## src/rtl/hilo_mul_ctrl.sv

```systemverilog
// HI/LO register pair and sequencer for an external 32x32 unsigned multiplier.
// Define HILO_MUL_CTRL_SIGNED_EN to honour is_signed (MULT); otherwise every request is MULTU.
module hilo_mul_ctrl #(
   parameter int unsigned LAT = 2
) (
   input  logic        clk,
   input  logic        rst_n,
   input  logic        start,
   input  logic        is_signed,
   input  logic [31:0] op_a,
   input  logic [31:0] op_b,
   input  logic        mthi,
   input  logic        mtlo,
   input  logic [31:0] wdata,
   output logic [31:0] mul_a,
   output logic [31:0] mul_b,
   input  logic [63:0] mul_result,
   output logic        busy,
   output logic        done,
   output logic [31:0] hi,
   output logic [31:0] lo
);

   typedef enum logic [1:0] {
      IDLE = 2'd0,
      CALC = 2'd1,
      WB   = 2'd2
   } state_t;

   localparam logic [3:0] CNT_INIT = 4'(LAT - 1);

   state_t      state_q, state_d;
   logic [3:0]  cnt_q, cnt_d;
   logic [31:0] mul_a_q, mul_a_d, mul_b_q, mul_b_d;
   logic [31:0] hi_q, hi_d, lo_q, lo_d;
   logic        done_q, done_d;
   logic        accept;
   logic [31:0] op_a_mag, op_b_mag;
   logic [63:0] product;

   assign accept = start && (state_q != CALC);

`ifdef HILO_MUL_CTRL_SIGNED_EN
   logic neg_q;

   // Two's-complement magnitude; 0x80000000 maps onto itself, which is the correct unsigned magnitude.
   assign op_a_mag = (is_signed && op_a[31]) ? (~op_a + 32'd1) : op_a;
   assign op_b_mag = (is_signed && op_b[31]) ? (~op_b + 32'd1) : op_b;
   assign product  = neg_q ? (~mul_result + 64'd1) : mul_result;

   always_ff @(posedge clk or negedge rst_n) begin
      if (!rst_n) begin
         neg_q <= 1'b0;
      end else if (accept) begin
         neg_q <= is_signed && (op_a[31] ^ op_b[31]);
      end
   end
`else
   logic unused_is_signed;

   assign unused_is_signed = is_signed;
   assign op_a_mag         = op_a;
   assign op_b_mag         = op_b;
   assign product          = mul_result;
`endif

   // NOTE: every variable gets its hold value before the case so no path infers a latch.
   always_comb begin
      state_d = state_q;
      cnt_d   = cnt_q;
      mul_a_d = mul_a_q;
      mul_b_d = mul_b_q;
      hi_d    = hi_q;
      lo_d    = lo_q;
      done_d  = 1'b0;
      case (state_q)
         CALC: begin
            if (cnt_q == 4'd0) begin
               hi_d    = product[63:32];
               lo_d    = product[31:0];
               done_d  = 1'b1;
               state_d = WB;
            end else begin
               cnt_d = cnt_q - 4'd1;
            end
         end
         default: begin
            // IDLE and WB behave alike; a start wins over mthi/mtlo in the same cycle.
            if (accept) begin
               mul_a_d = op_a_mag;
               mul_b_d = op_b_mag;
               cnt_d   = CNT_INIT;
               state_d = CALC;
            end else begin
               if (mthi) hi_d = wdata;
               if (mtlo) lo_d = wdata;
               state_d = IDLE;
            end
         end
      endcase
   end

   // NOTE: state registers use non-blocking assignment so all flops update from pre-edge values.
   always_ff @(posedge clk or negedge rst_n) begin
      if (!rst_n) begin
         state_q <= IDLE;
         cnt_q   <= 4'd0;
         mul_a_q <= 32'd0;
         mul_b_q <= 32'd0;
         hi_q    <= 32'd0;
         lo_q    <= 32'd0;
         done_q  <= 1'b0;
      end else begin
         state_q <= state_d;
         cnt_q   <= cnt_d;
         mul_a_q <= mul_a_d;
         mul_b_q <= mul_b_d;
         hi_q    <= hi_d;
         lo_q    <= lo_d;
         done_q  <= done_d;
      end
   end

   assign mul_a = mul_a_q;
   assign mul_b = mul_b_q;
   assign busy  = (state_q == CALC);
   assign done  = done_q;
   assign hi    = hi_q;
   assign lo    = lo_q;

endmodule
```

## config.mk

```make
export PLATFORM = sky130hd
export DESIGN_NAME = hilo_mul_ctrl
export DESIGN_NICKNAME = d
export VERILOG_FILES = /design/src/rtl/hilo_mul_ctrl.sv
export SDC_FILE = /design/constraint.sdc
export NUM_CORES = 1
export LEC_CHECK = 0
export CORE_UTILIZATION = 36
export CTS_CLUSTER_SIZE = 25
export DETAILED_ROUTE_END_ITERATION = 16
export GPL_TIMING_DRIVEN = 0
export PLACE_DENSITY = 0.86
export SYNTH_ARGS = -nofsm -noshare
export SYNTH_HDL_FRONTEND = slang
export SYNTH_SLANG_ARGS = --single-unit
```

## constraint.sdc

```tcl
create_clock -name clk -period 1.6 [get_ports clk]
set_input_delay 0.24 -clock clk [delete_from_list [all_inputs] [get_ports clk]]
set_output_delay 0.24 -clock clk [all_outputs]
set_load 0.005 [all_outputs]
```

# Yosys cells after proc, flatten, opt, wreduce, memory -nomap -nowiden
# Cells that the tools add are included.
# totals
regBits,135
output_inout_bits,130
wordCells,39
in_bits,166
# op_classes
bitwise,1
reduce_logical,9
n_mux,16
addsub,1
n_eq_ne,5
# op_table
cell,count
2-to-1 mux 32 bit,8
2-to-1 mux 4 bit,3
AND reduction 3 bit,2
nonzero test 2 bit,3
zero test 4 bit,1
2-to-1 mux 2 bit,2
"inequality test 2 x 1 -> 1 bit, second input constant",2
"inequality test 2 bit, second input constant",2
AND reduction 2 bit,2
"subtractor 4 x 1 -> 4 bit, second input constant",1
2-to-1 mux 1 bit,3
"equality test 2 x 1 -> 1 bit, second input constant",1
logical AND 1 bit,1
inverter 1 bit,1

# Longest topological paths before layout
# Gate-level depths: netlist of the first run.
# logic_depth
word_depth,4
depth_mapped,7
mapped_depth_nobuf,5

# Worst setup path before layout of the first run
# No wires, ideal clock.
# synth_path
kind,register to register
start,register cnt_q[0]
end,"register lo_q[21], in the netlist lo[21]"
arrival_ns,1.575
path_stages_with_launch,7
required_ns,1.535
setup_ns,0.065
period_less_slack_ns,1.640
setup_slack_ns,-0.040
path_cell_list,dfrtp_1 > inv_1 > ha_1 > or3b_4 > mux2i_4 > buf_6 > o221a_2
# synth_via
elab_chain_len,3
# synth_rtl
item,line_no,source
start: declaration,33,"logic [3:0] cnt_q, cnt_d;"
start signal: assignment,115,cnt_q <= cnt_d;
zero test 4 bit,78,if (cnt_q == 4'd0) begin
inequality test 2 x 1 -> 1 bit (no line),n/a,
AND reduction 3 bit (no line),n/a,
end signal: assignment,119,lo_q <= lo_d;
end: declaration,35,"logic [31:0] hi_q, hi_d, lo_q, lo_d;"
# Every way passes these cells.
# A chain may end at the register's enable or synchronous reset.

# Worst setup path in the final report of the first run
# layout_path
start,register cnt_q[0]
end,"register hi_q[19], in the netlist hi[19]"
# layout_via
elab_chain_len,3
# layout_rtl
item,line_no,source
zero test 4 bit,78,
inequality test 2 x 1 -> 1 bit (no line),n/a,
AND reduction 3 bit (no line),n/a,
end signal: assignment,118,hi_q <= hi_d;
end: declaration,35,
# Every way passes these cells.

==> impl_results.md, run 1 <==
* Gr ovfl total at 0
* Gpl congestion at 0.843
* CTS buffer count at 17
* Critical Path Slowest Stage Cell: or3b_4
* Pre-CTS WS at -475 ps
* Maximum VDD drop at 0.915 mV
* Yosys cell types at 25
* Worst-path clk slew at 60 ps
* Critical Path RT at 1950 ps
* Nets at 894
* CTS Sinks at 135
* Clock buffer depth at 2
* Core area at 0.0153 mm^2
* Final setup skew at 10.6 ps
* DR vias/cell at 5.15
* Most frequent cells in the layout: clkdlybuf4s50_1, dfrtp_1, or3_1
* Largest net degree at the start of global routing at 71
* Endpoints failing setup at 95
* Setup CP Type: flop to flop
* Max-cap violations at 0
* Pwr/cell area at 1970 mW/mm^2
* TNS Setup at -9150 ps
* Area grow syn2layout at 74.7%
* Gate Count Post-Synth at 391
* YS warnings at 0
* I/O pin cnt at 296
* CTS tree: done
* Clock Root Buffer: clkbuf_16
* Mapped cell area at 0.00569 mm^2
* Initial antenna violation count at 0
* Initial drt markers at 269
* Max H-tree Level at 4
* GRT Util Overall at 0.230
* Outcome: finished, violations left
* Worst EP arrival at 2120 ps
* HP Class: input pin to async pin
* Yosys reg bits at 135
* Static Leakage at 3.97 nW
* Post-Route WL at 18.7 mm
* Crit Path Max Fanout at 7
* Commonest non-fill, non-tap cell in the layout: clkdlybuf4s50_1
* DR vias at 4888
* Syn Nets at 559
* Ys flop type: dfrtp_1
* Critical Path Sink Type: flop
* Async S/R FF share, synth at 1.00
* Post-synth EDFFs at 0
* CP cell instances: inv_2 > ha_4 > or3b_4 > mux2i_4 > buf_12 > buf_8 > o221a_2
* WL/cell at 19.7 um
* Startpoint types: flop
* Number of port buffers at 294
* Drc violations at 0
* Row count at 45
* Vias in the first global route at 5336
* Die Y at 128 um
* Worst hold margin at 378 ps
* Slew @ Worst Pin at 644 ps
* Final period util at 1.10
* Fmax achieved at 566 MHz
* Final slew viol count at 0
* Die X-Extent at 128 um
* Final min period at 1770 ps
* Slew Limit Headroom at 0.571
* N_diodes at 0
* Antenna-violating nets left at 0
* Failing checks: setup timing
* Final hold vios at 0
* First-pass GRT wire length at 28.3 mm
* Slowest stage delay, CP at 410 ps
* Synth Area per Inst at 14.6 um^2
* Layout cells sized above 1 at 0.287
* Dpl hpwl at 13.7 mm
* Fin area at 0.00994 mm^2
* Placed Area at 0.00894 mm^2
* Fin worst setup slack at -167 ps
* RSZ-0062 raised after global routing: yes
* First-pass DRT Iterations at 4
* Post-synthesis sequential area ratio at 0.594
* Initial Util at 0.371
* Clk_lat worst skew at 420 ps
* Die area at 0.0163 mm^2
==> layer usage <==
metal,up-vias,track usage,part of all wire
met4,0,0.118,0.041
met2,224,0.396,0.51
met5,-,0,0
li1,2177,-,-
met1,2429,0.263,0.39
met3,58,0.0622,0.064
==> kinds of logic after synthesis <==
logic type,after synthesis,share of synthesized area
AO/OA/AOI/OAI,69,0.133
adder cells (fa/ha/maj),2,0.00440
buffers and inverters,39,0.0453
flip-flops,135,0.594
multiplexers,67,0.136
AND/OR/NAND/NOR,79,0.0869
==> synth_stat cells, types with 2 or more instances <==
| master | n | area [um^2] |
|---|---|---|
| ha_1 | 2 | 25.0 |
| nor3_1 | 2 | 10.0 |
| mux2i_4 | 2 | 45.0 |
| inv_1 | 4 | 15.0 |
| a21oi_1 | 2 | 10.0 |
| or3_1 | 65 | 407 |
| nand2b_1 | 4 | 25.0 |
| buf_6 | 13 | 146 |
| clkbuf_1 | 12 | 45.0 |
| o221a_2 | 62 | 698 |
| buf_2 | 8 | 40.0 |
| o221a_1 | 2 | 22.5 |
| dfrtp_1 | 135 | 3380 |
| nand2_1 | 4 | 15.0 |
| mux2_2 | 64 | 721 |
==> power breakdown <==
group	internal, mW	switching [mW]
sequential	5.14	1.00
clock	2.38	1.44
combinational	6.29	3.35
==> final timing paths <==
kind	cells after the start	end	startpoint	slack, ps
worst max register to register	7	hi[19]	cnt_q[0]	-170
worst max-delay path	7	hi[19]	cnt_q[0]	-170
worst min-delay path	2	lo[29]	rst_n	380
max in group asynchronous	3	mul_a[23]	rst_n	460
min in group clk	2	mul_b[4]	op_b[4]	440
worst min register to register	1	mul_b[8]	mul_b[8]	500
==> state kept, by name, indices dropped and copies added, names as in the netlist <==
name,count
done,1
state_q,2
hi,32
mul_b,32
lo,32
mul_a,32
cnt_q,4
==> worst max-delay path: cells and delay by family, from the launching register on <==
kind / cells / cell delay (ps)
adders and majority gates: 1 / 130
buffers and inverters: 3 / 400
DFF: 1 / 390
and+or+nand+nor: 1 / 410
AOI/OAI and AO/OA: 1 / 190
muxes: 1 / 180
==> repair_timing <==
action,CTS,global route
pin swaps,0,15
resized for setup,23,28
gates cloned,2,1
hold buffers,1,0
endpoints found under the setup margin,105,131
hold endpoints to repair,69,0
buffers inserted,13,5
==> through the flow <==
step / power (mW) / util / cells
floorplan: 9.87 / - / 391
global placement: 14.4 / 0.582 / 896
detailed placement: 14.8 / 0.584 / 897
CTS: 19.2 / 0.634 / 945
global route: 20.6 / 0.649 / 950
finish: 19.6 / 0.649 / 950
==> layout make-up <==
cell class	instances	area, um^2
Tap cell	211	264
Clock buffer	25	515
Timing Repair Buffer	317	3190
Fill cell	1149	5370
Multi-Input combinational cell	217	2220
Sequential cell	135	3380
Clock inverter	7	66.3
Buffer	33	279
Inverter	5	23.8
(Power assumes the default switching activity.)
==> run 2, diff against run 1 <==
--- a/config.mk
+++ b/config.mk
@@ -5,11 +5,11 @@
 export SDC_FILE = /design/constraint.sdc
 export NUM_CORES = 1
 export LEC_CHECK = 0
-export CORE_UTILIZATION = 36
+export CORE_UTILIZATION = 25
 export CTS_CLUSTER_SIZE = 25
 export DETAILED_ROUTE_END_ITERATION = 16
 export GPL_TIMING_DRIVEN = 0
-export PLACE_DENSITY = 0.86
+export PLACE_DENSITY = 0.66
 export SYNTH_ARGS = -nofsm -noshare
 export SYNTH_HDL_FRONTEND = slang
 export SYNTH_SLANG_ARGS = --single-unit
==> impl_results.md, run 2 (synthesis gave the netlist of run 1 again) <==
* Layout cells sized above 1 at 0.308 (+0.0207)
* Worst-path clk slew at 60 ps (about the same)
* Critical Path Sink Type: flop
* Gpl congestion at 0.771 (-8.5%)
* Initial Util at 0.258 (-0.114)
* DR vias at 4823 (-1.3%)
* CTS buffer count at 17 (unchanged)
* Vias in the first global route at 5137 (-3.7%)
* WL/cell at 19.4 um (-1.5%)
* Worst hold margin at 359 ps (-18.6 ps)
* Final setup skew at 10.7 ps (+0.140 ps)
* Final hold vios at 0 (unchanged)
* GRT Util Overall at 0.172 (-0.0582)
* Slew Limit Headroom at 0.605 (+0.0346)
* Dpl hpwl at 13.7 mm (about the same)
* CTS tree: done
* Critical Path Slowest Stage Cell: or3b_4
* Die area at 0.0234 mm^2 (+43%)
* Critical Path RT at 1960 ps (about the same)
* HP Class: input pin to async pin
* Setup CP Type: flop to flop
* Failing checks: setup timing
* Outcome: finished, violations left
* Die X-Extent at 153 um (+20%)
* Core area at 0.0221 mm^2 (+44%)
* DR vias/cell at 4.67 (-9.2%)
* Slowest stage delay, CP at 410 ps (about the same)
* First-pass GRT wire length at 30.3 mm (+7.1%)
* Fmax achieved at 556 MHz (-1.8%)
* I/O pin cnt at 296 (unchanged)
* CP cell instances: inv_2 > ha_4 > or3b_4 > mux2i_4 > buf_12 > clkbuf_16 > o221a_4
* Commonest non-fill, non-tap cell in the layout: clkdlybuf4s50_1
* R2R Setup Slk at -200 ps (-30 ps)
* Largest net degree at the start of global routing at 76 (+7.0%)
* Initial antenna violation count at 0 (unchanged)
* R2R depth at 7 (unchanged)
* Reg2Reg Launch Point: cnt_q[0]
* Static Leakage at 4.25 nW (+7.1%)
* Final slew viol count at 0 (unchanged)
* Max-cap violations at 0 (unchanged)
* Gr ovfl total at 0 (unchanged)
* Fin worst setup slack at -199 ps (-32.0 ps)
* Clk_lat worst skew at 420 ps (about the same)
* Post-Route WL at 20.0 mm (+7.1%)
* Drc violations at 0 (unchanged)
* Initial drt markers at 202 (-25%)
* Worst EP arrival at 2160 ps (+40 ps)
* Die Y at 153 um (+20%)
* Max H-tree Level at 4 (unchanged)
* Antenna-violating nets left at 0 (unchanged)
* Maximum VDD drop at 0.721 mV (-21%)
* Clock buffer depth at 2 (unchanged)
* Startpoint types: flop
* Final period util at 1.12 (+0.0200)
* Final Total Pwr at 21.4 mW (+9.0%)
* First-pass DRT Iterations at 6 (+2)
* Endpoints failing setup at 65 (-32%)
* Crit Path Max Fanout at 5 (-2)
* Slew @ Worst Pin at 592 ps (-51.9 ps)
* Area grow syn2layout at 86.8%
* Nets at 907 (+1.5%)
* Number of port buffers at 294 (unchanged)
* Clock Root Buffer: clkbuf_16
* CTS Sinks at 135 (unchanged)
* Row count at 54 (+20%)
* Pwr/cell area at 2010 mW/mm^2 (+2.0%)
* Most frequent cells in the layout: clkdlybuf4s50_1, dfrtp_1, or3_1
* Critical R2R Capture: lo[6]
* RSZ-0062 raised after global routing: yes
* Final min period at 1800 ps (+32.0 ps)
==> run 2: power breakdown <==
group | leakage (nW) | switching [mW] | internal [mW]
Combinational | 2.40 | 3.71 | 7.13
Sequential | 1.54 | 0.996 | 5.14
Clock | 0.319 | 1.54 | 2.84
==> run 2: metal layers <==
layer  GRT usage  wire length, um  part of all wire
met1       0.213             8520              0.43
met2       0.291            10300              0.51
met3      0.0383              856             0.043
met4      0.0673              391             0.020
met5           0                0                 0
==> run 2: worst max path at each step <==
| stage | start | end | slack [ps] | depth (start not counted) |
|---|---|---|---|---|
| after floorplan | cnt_q[0] | lo[21] | 4 | 6 |
| after global placement | rst_n | mul_a[1] | -5470 | 1 |
| after detailed placement | start | lo[28] | -590 | 5 |
| after CTS | cnt_q[1] | lo[7] | -180 | 7 |
| after global routing | cnt_q[0] | lo[30] | -250 | 7 |
| final | cnt_q[0] | lo[6] | -200 | 7 |
==> run 2: layout make-up <==
class,count,area [um^2]
well taps,280,350
diodes,1,2.50
fillers,1975,11500
inverters,5,23.8
flip-flops and latches,135,3380
multi-input cells,217,2510
plain buffers,33,307
repair buffers,330,3400
clock buffers,19,453
clock inverters,12,199
==> run 2: repair_timing <==
action,in CTS,in global routing
hold buffers,1,0
pin swaps,28,22
endpoints found under the hold margin,60,0
gates resized for setup,72,46
endpoints found under the setup margin,105,139
cloned,4,3
setup buffers,18,10
==> run 2: through the flow <==
| stage | util | instances | TNS, ps | area, um^2 | setup WS [ps] |
|---|---|---|---|---|---|
| after floorplan | - | 391 | 0 | 5700 | 4.32 |
| after global placement | 0.407 | 965 | -792570 | 8990 | -5470 |
| after detailed placement | 0.408 | 966 | -54900 | 9020 | -593 |
| after CTS | 0.465 | 1020 | -8190 | 10300 | -179 |
| after global routing | 0.481 | 1031 | -14050 | 10600 | -254 |
| final | 0.481 | 1032 | -10330 | 10600 | -199 |
==> run 2: worst max-delay path: cells and delay by family (launching register included) <==
family                     cells  cell delay [ps]
buffers and inverters          3              410
and+or+nand+nor                1              410
DFF                            1              380
muxes                          1              250
AOI/OAI and AO/OA              1              160
adders and majority gates      1              140
==> run 3, diff against run 2 <==
--- a/config.mk
+++ b/config.mk
@@ -5,11 +5,13 @@
 export SDC_FILE = /design/constraint.sdc
 export NUM_CORES = 1
 export LEC_CHECK = 0
+export CELL_PAD_IN_SITES_DETAIL_PLACEMENT = 0
+export CELL_PAD_IN_SITES_GLOBAL_PLACEMENT = 1
 export CORE_UTILIZATION = 25
 export CTS_CLUSTER_SIZE = 25
 export DETAILED_ROUTE_END_ITERATION = 16
 export GPL_TIMING_DRIVEN = 0
-export PLACE_DENSITY = 0.66
+export PLACE_DENSITY = 0.77
 export SYNTH_ARGS = -nofsm -noshare
 export SYNTH_HDL_FRONTEND = slang
 export SYNTH_SLANG_ARGS = --single-unit
==> constraint.sdc (replaced) <==
create_clock -name clk -period 2 [get_ports clk]
set_input_delay 0.3 -clock clk [delete_from_list [all_inputs] [get_ports clk]]
set_output_delay 0.3 -clock clk [all_outputs]
set_load 0.005 [all_outputs]
==> impl_results.md, run 3 (synthesis gave the netlist of run 1 again) <==
* DR vias at 4638 (-3.8%)
* Number of port buffers at 294 (unchanged)
* Layout cells sized above 1 at 0.262 (-0.0455)
* Gr ovfl total at 0 (unchanged)
* Final Total Pwr at 14.8 mW (-31%)
* Max H-tree Level at 4 (unchanged)
* Clock Root Buffer: clkbuf_16
* Dpl hpwl at 13.9 mm (+1.5%)
* Clock buffer depth at 2 (unchanged)
* Slew Limit Headroom at 0.635 (+0.0296)
* Gpl congestion at 0.760 (-1.3%)
* TNS Setup at 0 ps (+10330 ps)
* R2R Setup Slk at 120 ps (+320 ps)
* Core area at 0.0221 mm^2 (unchanged)
* Die X-Extent at 153 um (unchanged)
* Worst-path clk slew at 70 ps (about the same)
* HP Class: input pin to async pin
* Crit Path Max Fanout at 10 (+5)
* Antenna-violating nets left at 0 (unchanged)
* Finished Layout Cells at 1001 (-3.0%)
* Clk_lat worst skew at 420 ps (about the same)
* CTS tree: done
* Setup CP Type: flop to flop
* Initial drt markers at 244 (+21%)
* Outcome: completed
* Final slew viol count at 0 (unchanged)
* Final period util at 0.938 (-0.187)
* Final min period at 1880 ps (+76.5 ps)
* Max-cap violations at 0 (unchanged)
* Commonest non-fill, non-tap cell in the layout: clkdlybuf4s50_1
* GRT Util Overall at 0.164 (-0.00735)
* DR vias/cell at 4.63 (-0.86%)
* RSZ-0062 raised after global routing: no
* Startpoint types: flop
* Fill count at 2053 (+3.9%)
* Drc violations at 0 (unchanged)
* Vias in the first global route at 5086 (-0.99%)
* WL/cell at 18.6 um (-4.1%)
* First-pass GRT wire length at 29.5 mm (-2.7%)
* Largest net degree at the start of global routing at 83 (+9.2%)
* Die area at 0.0234 mm^2 (unchanged)
* CTS buffer count at 17 (unchanged)
* Row count at 54 (unchanged)
* Inst Count DP at 966 (unchanged)
* CTS Sinks at 135 (unchanged)
* Maximum VDD drop at 0.509 mV (-29%)
* Static Leakage at 3.75 nW (-12%)
* Die Y at 153 um (unchanged)
* Area grow syn2layout at 69.2%
* Nets at 876 (-3.4%)
* Fmax achieved at 533 MHz (-4.1%)
* Pwr/cell area at 1540 mW/mm^2 (-23%)
* Worst EP arrival at 2170 ps (about the same)
* Final setup skew at 16.5 ps (+5.82 ps)
* Most frequent cells in the layout: clkdlybuf4s50_1, dfrtp_1, or3_1
* Endpoints failing setup at 0 (-100%)
* Slew @ Worst Pin at 548 ps (-44.4 ps)
* N_diodes at 0 (-1)
* Initial Util at 0.258 (unchanged)
* Final hold vios at 0 (unchanged)
* Reg area at 0.00338 mm^2 (unchanged)
* First-pass DRT Iterations at 4 (-2)
* Critical Path RT at 2300 ps (+340 ps)
* I/O pin cnt at 296 (unchanged)
* Initial antenna violation count at 1 (+1)
* Critical Path Sink Type: flop
* Post-Route WL at 18.6 mm (-7.0%)
* Multi-input logic area at 0.00206 mm^2 (-18%)
-- run 3: worst paths after layout --
path | from | endpoint | cells after the start
setup / recovery | cnt_q[0] | hi[7] | 7
hold / removal | rst_n | mul_a[27] | 2
setup reg to reg | cnt_q[0] | hi[7] | 7
hold reg to reg | mul_a[18] | mul_a[18] | 1
max in group asynchronous | rst_n | cnt_q[1] | 3
min in group clk | op_a[27] | mul_a[27] | 2
-- run 3: final cells by class --
cell class                 count  share of cell area
inverter                       5             0.00247
timing repair buffer         299               0.312
clock inverter                14              0.0147
clock buffer                  18              0.0446
multi-input combinational    217               0.214
buffer                        33              0.0248
tap                          280              0.0364
sequential                   135               0.351
-- run 3: worst max-delay path, stage by stage (launching register included) --
cell	delay [ps]
dfrtp_1	390
inv_1	100
ha_1	190
nor3b_4	240
nand2_1	110
buf_2	210
buf_2	230
o221a_2	290
-- run 3: what timing repair did --
item | 4_1_cts | 5_1_grt
endpoints found under the setup margin | 1 | 42
hold buffers | 1 | 0
endpoints found under the hold margin | 53 | 0
buffers inserted | 3 | 0
resized for setup | 4 | 4
-- run 3: power breakdown --
group	internal (mW)	switching [mW]	total [mW]
sequential	4.10	0.711	4.81
clock	1.74	1.33	3.07
combinational	4.48	2.47	6.95
total	10.3	4.51	14.8
-- run 3: routing by layer --
| metal | up-vias | track usage | share of wire |
|---|---|---|---|
| met5 | - | 0 | 0 |
| met4 | 0 | 0.0601 | 0.023 |
| met3 | 26 | 0.0462 | 0.061 |
| met2 | 186 | 0.279 | 0.50 |
| met1 | 2292 | 0.199 | 0.42 |
| li1 | 2134 | - | - |
-- run 3: through the flow --
step | area (um^2) | hold slack [ps] | setup WS (ps) | util
6_report | 9620 | 400 | 125 | 0.436
5_1_grt | 9620 | 429 | 23.7 | 0.436
4_1_cts | 9610 | 409 | 47.7 | 0.435
3_5_place_dp | 9010 | 295 | -133 | 0.408
3_3_place_gp | 8980 | 486 | -5200 | 0.407
2_1_floorplan | 5690 | 4.41 | 360 | -
